`src/rtl/pattern_tx.sv`:
```
// Serial pattern transmitter: shifts a loaded word out MSB-first on x, each bit held
// BIT_CYCLES clocks, then a GAP_CYCLES idle gap. Define PATTERN_TX_REPEAT_EN for auto-repeat.
module pattern_tx #(
  parameter int WIDTH      = 8,
  parameter int BIT_CYCLES = 1,
  parameter int GAP_CYCLES = 2
) (
  input  logic             clk,
  input  logic             rst,
  input  logic             load,
  input  logic [WIDTH-1:0] data,
  output logic             x,
  output logic             busy,
  output logic             done
);

  localparam int BW = (WIDTH > 1) ? $clog2(WIDTH) : 1;
  localparam int HW = (BIT_CYCLES > 1) ? $clog2(BIT_CYCLES) : 1;
  localparam int GW = (GAP_CYCLES > 1) ? $clog2(GAP_CYCLES) : 1;

  localparam logic [BW-1:0] BIT_LAST  = BW'(WIDTH - 1);
  localparam logic [HW-1:0] HOLD_LAST = HW'(BIT_CYCLES - 1);
  localparam logic [GW-1:0] GAP_LAST  = GW'((GAP_CYCLES > 0) ? GAP_CYCLES - 1 : 0);

  typedef enum logic [1:0] {IDLE, SEND, GAP} state_t;

  state_t           state;
  logic [WIDTH-1:0] shreg;
  logic [BW-1:0]    bit_cnt;
  logic [HW-1:0]    hold_cnt;
  logic [GW-1:0]    gap_cnt;
  logic             fin;
  logic             hold_last;
  logic             bit_last;
  logic             gap_last;
  logic             word_end;
`ifdef PATTERN_TX_REPEAT_EN
  logic [WIDTH-1:0] last_word;
`endif

  assign hold_last = (hold_cnt == HOLD_LAST);
  assign bit_last  = (bit_cnt == BIT_LAST);
  assign gap_last  = (gap_cnt == GAP_LAST);
  assign word_end  = ((state == SEND) && hold_last && bit_last && (GAP_CYCLES == 0)) ||
                     ((state == GAP) && gap_last);

  // Outputs are registered from the current state, so they trail the state by one clock
  always_ff @(posedge clk) begin
    if (rst) begin
      state    <= IDLE;
      shreg    <= '0;
      bit_cnt  <= '0;
      hold_cnt <= '0;
      gap_cnt  <= '0;
      fin      <= 1'b0;
      x        <= 1'b0;
      busy     <= 1'b0;
      done     <= 1'b0;
`ifdef PATTERN_TX_REPEAT_EN
      last_word <= '0;
`endif
    end else begin
      x    <= (state == SEND) && shreg[WIDTH-1];
      busy <= (state != IDLE);
      done <= fin;
      fin  <= 1'b0;

      case (state)
        IDLE: begin
          if (load) begin
            shreg    <= data;
            bit_cnt  <= '0;
            hold_cnt <= '0;
            gap_cnt  <= '0;
            state    <= SEND;
`ifdef PATTERN_TX_REPEAT_EN
            last_word <= data;
`endif
          end
        end
        SEND: begin
          if (hold_last) begin
            hold_cnt <= '0;
            shreg    <= {shreg[WIDTH-2:0], 1'b0};
            if (bit_last) begin
              bit_cnt <= '0;
              if (GAP_CYCLES != 0) state <= GAP;
            end else begin
              bit_cnt <= bit_cnt + 1'b1;
            end
          end else begin
            hold_cnt <= hold_cnt + 1'b1;
          end
        end
        GAP: begin
          if (!gap_last) gap_cnt <= gap_cnt + 1'b1;
        end
        default: state <= IDLE;
      endcase

      // End of word (after the gap, or after the last bit when there is no gap)
      if (word_end) begin
        fin      <= 1'b1;
        gap_cnt  <= '0;
        bit_cnt  <= '0;
        hold_cnt <= '0;
`ifdef PATTERN_TX_REPEAT_EN
        state <= SEND;
        if (load) begin
          shreg     <= data;
          last_word <= data;
        end else begin
          shreg <= last_word;
        end
`else
        state <= IDLE;
`endif
      end
    end
  end

endmodule
```
`config.mk`:
```
export PLATFORM = sky130hd
export DESIGN_NAME = pattern_tx
export DESIGN_NICKNAME = d
export VERILOG_FILES = /design/src/rtl/pattern_tx.sv
export SDC_FILE = /design/constraint.sdc
export NUM_CORES = 1
export LEC_CHECK = 0
export CORE_ASPECT_RATIO = 1.2
export CORE_MARGIN = 1
export CORE_UTILIZATION = 45
export CTS_CLUSTER_DIAMETER = 120
export DETAILED_ROUTE_END_ITERATION = 16
export PLACE_DENSITY = 0.69
export SLEW_MARGIN = 10
export SYNTH_ARGS = -nofsm -noshare
export SYNTH_HDL_FRONTEND = slang
export SYNTH_SLANG_ARGS = --single-unit
```
`constraint.sdc`:
```
create_clock -name clk -period 2.35 [get_ports clk]
set_input_delay 0.3525 -clock clk [delete_from_list [all_inputs] [get_ports clk]]
set_output_delay 0.3525 -clock clk [all_outputs]
set_load 0.005 [all_outputs]
```
==> results by stage <==
Global routing:
- The number of global-route vias before repair is 465.
- The global-route total usage across every layer is 14.9%.
- Entering global routing, the biggest net connects 16 pins.
- The initial antenna violation count came to 0.
- The first global-routing pass estimated 1.90 mm of wire.
- The final global-route overflow total is 0.

Critical path:
- Among all stages on the critical path, the largest delay is contributed by sky130_fd_sc_hd__clkdlybuf4s50_1.
- Traced cell by cell, the critical path runs through clkdlybuf4s50_1.
- The worst setup path is launched from a register.
- In this run the register-to-register setup slack is 1030 ps.
- The largest single stage delay on the critical path is 490 ps.
- By startpoint and endpoint, the worst setup path is classified as reg2out.
- The endpoint type of the worst setup path is an output port.
- The worst endpoint data arrival time is 1100 ps.
- The buffer and inverter count on the worst path is 1.
- At the worst endpoint, the required time is 2000 ps.
- In this run the worst path has a maximum fanout of 1.
- The cell family with the largest share of critical-path delay is buffers and inverters.

STA:
- Across the routed clock network, the largest skew measured is 8.36 ps.
- Setup repair after global routing left no endpoint under its margin.
- The post-route minimum period is 1450 ps.
- In the final timing run, aggregate negative setup slack is 0 ps.
- The worst path meets setup with 900 ps of slack.
- Setup violations remaining at the end of the flow were counted as 0.
- The final count of hold timing violations is 0.
- The achievable frequency is 0.690 GHz.
- At the pin with the least slew margin, the transition time is 658 ps.
- The count of pins over their slew limit is 0.
- The worst slew slack as a fraction of its limit is 56.0%.
- The ratio of final minimum period to clock period is 61.7%.

Synth:
- Sequential cells were found to cover 45.5% of the synthesized design area.
- The count of different cell masters after synthesis is 23.
- Synthesis produced a netlist whose cell count is 73.
- The number of warnings reported in the yosys synthesis log is 0.
- The cell area after synthesis is 792 um2.
- The number of synthesized register bits is 18.
- Synthesis produced a netlist with a net count of 86.
- After synthesis, the mean cell area works out to 10.8 um2.

Clocking:
- The clock network latency to the later pin of the worst-skew pair is 290 ps.
- TritonCTS built the clock tree.
- For this design, the CTS-stage hold fixing added 0 buffers.
- In this run the number of H-tree levels came out at 1.
- The clock tree root driver cell is sky130_fd_sc_hd__clkbuf_4.
- Once the clock tree was built, the setup fixing pass inserted 0 buffers.
- The number of gates resized after CTS was 0.
- In this run the deepest clock path goes through 2 buffers.
- The number of clock buffers added by TritonCTS is 3.
- The number of clock sinks is 18.
- Clock-pin slew was measured on the worst setup and hold paths at 100 ps.

Power:
- Summed over all cells, the static leakage comes to 0.376 nW.
- The worst-case IR drop observed on VDD is 0.325 mV.
- The power density over the cells is 633 nW/um2.

Layout:
- The post-route netlist has 19.3% of its cells at a drive strength greater than 1.
- The area added between synthesis and finish is 20.2%.
- The post-layout net count is 102.
- The count of filler cells inserted in the layout is 150.
- The repair_antennas step left the layout with diodes totalling 0.

Hold path:
- The worst hold path class is reg2reg.

Detailed routing:
- The via count is 556.
- Dividing the detail-routed wire length by the instance count gives 11.5 um.
- The total length of routed wires is 1.22 mm.
- The number of search-and-repair iterations in the first detailed-routing pass is 2.
- The via count normalized by instance count is 5.25.
- Once detail routing completed, the nets flagged for antenna violations numbered 0.
- After detailed routing, the number of remaining DRC violations is 0.
- In this run, the number of DRC markers left after iteration 0 of detailed routing was 4.

Run:
- Max-cap violations in this run came to 0.

Floorplanning:
- Pin placement for this block handled 14 I/O pins.
- The core region is 1640 um2.
- The floorplan step set the die width to 40.3 um.
- The initial utilization of the core area, before any placement, comes to 48.2%.
- The chip height is 48.0 um.
- The die area is 1930 um2.
- The site row count is 16.

Placed design:
- The count of buffers added on input and output ports is 13.
- At the end of routability-driven placement, the weighted congestion stood at 0.692.
- The pre-CTS worst setup slack is 704 ps.
- The wire-length estimate of the detail-placed layout is 905 um.

Outcome:
- The run finished with clean final reports.
synthesized netlist by cell type (all sizes together):
cell type  instances  share of area, %
a22oi              2               1.9
a211oi             8                12
dfxtp             18                45
nor3b              1              0.95
nand2              1              0.47
o21bai             1              0.95
inv                1              0.47
ha                 2               3.2
a32oi              1               1.1
nor2b              3               2.7
buf                3               4.6
nor3               1              0.63
and3b              1               1.1
nor2              18               9.5
mux2i              9                11
a21o               1              0.95
a21oi              1              0.63
o21ba              1               2.1
logic make-up (layout without fill, tap and decap cells):
family	count (synthesis)	count (layout)	synth area share [%]
simple gates	25	25	15.3
flops	18	18	45.5
compound gates	15	15	19.6
mux	9	9	11.4
buf+inv	4	19	5.05
fa+ha+maj	2	2	3.16
power breakdown:
group          switching [mW]  total (mW)  internal [mW]
Combinational          0.0355      0.0812         0.0458
Sequential             0.0121       0.333          0.321
Clock                  0.0936       0.188         0.0944
path summary, 6_finish.rpt:
check	to	startpoint	depth (start not counted)
max	busy	busy	1
min	done	fin	1
max reg2reg	shreg[7]	state[0]	3
min reg2reg	done	fin	1
layer usage:
layer  vias to the layer above  global-route usage (%)  share of wire [%]
li1                        287                       -                  -
met1                       258                    16.4                 47
met2                         7                    25.5                 48
met3                         4                    2.79                3.4
met4                         0                    10.0                2.0
met5                         -                       0                  0
cell type report:
cell class,count,area (um2),area share (%)
clock buffers,4,36.3,3.81
flip-flops and latches,18,360,37.8
inverters,1,3.75,0.394
multi-input cells,51,392,41.1
repair buffers,14,138,14.5
well taps,18,22.5,2.37
cells in the final DEF, fill, tap and decap left out:
cell type / netlist / layout
sky130_fd_sc_hd__nor2_2: 3 / 3
sky130_fd_sc_hd__buf_4: 0 / 1
sky130_fd_sc_hd__nand2_1: 1 / 1
sky130_fd_sc_hd__a22oi_1: 2 / 2
sky130_fd_sc_hd__nor3b_1: 1 / 1
sky130_fd_sc_hd__a211oi_2: 7 / 7
sky130_fd_sc_hd__a21o_1: 1 / 1
sky130_fd_sc_hd__a211oi_1: 1 / 1
sky130_fd_sc_hd__nor2b_2: 1 / 1
sky130_fd_sc_hd__nor2b_1: 2 / 2
sky130_fd_sc_hd__o21bai_1: 1 / 1
sky130_fd_sc_hd__o21ba_4: 1 / 1
sky130_fd_sc_hd__clkbuf_8: 0 / 1
sky130_fd_sc_hd__nor2_1: 15 / 15
sky130_fd_sc_hd__mux2i_1: 9 / 9
sky130_fd_sc_hd__clkdlybuf4s50_1: 0 / 13
sky130_fd_sc_hd__nor3_1: 1 / 1
sky130_fd_sc_hd__a21oi_1: 1 / 1
sky130_fd_sc_hd__inv_1: 1 / 1
sky130_fd_sc_hd__clkbuf_4: 0 / 3
sky130_fd_sc_hd__a32oi_1: 1 / 1
sky130_fd_sc_hd__and3b_1: 1 / 1
sky130_fd_sc_hd__dfxtp_1: 18 / 18
sky130_fd_sc_hd__ha_1: 2 / 2
sequential cells by signal, indices dropped and copies added (netlist names):
| name | cells |
|---|---|
| done | 1 |
| gap_cnt | 1 |
| state | 2 |
| x | 1 |
| fin | 1 |
| busy | 1 |
| shreg | 8 |
| bit_cnt | 3 |
through the flow:
stage | utilization (%) | cell area [um2] | instances | power (mW) | hold slack, ps
2_1_floorplan | - | 792 | 73 | 0.399 | 414
3_3_place_gp | 55.8 | 916 | 102 | 0.422 | 422
3_5_place_dp | 55.8 | 916 | 102 | 0.423 | 426
4_1_cts | 58.0 | 952 | 106 | 0.613 | 462
5_1_grt | 58.0 | 952 | 106 | 0.634 | 467
6_report | 58.0 | 952 | 106 | 0.603 | 459
Power figures use the tool's default switching activity.
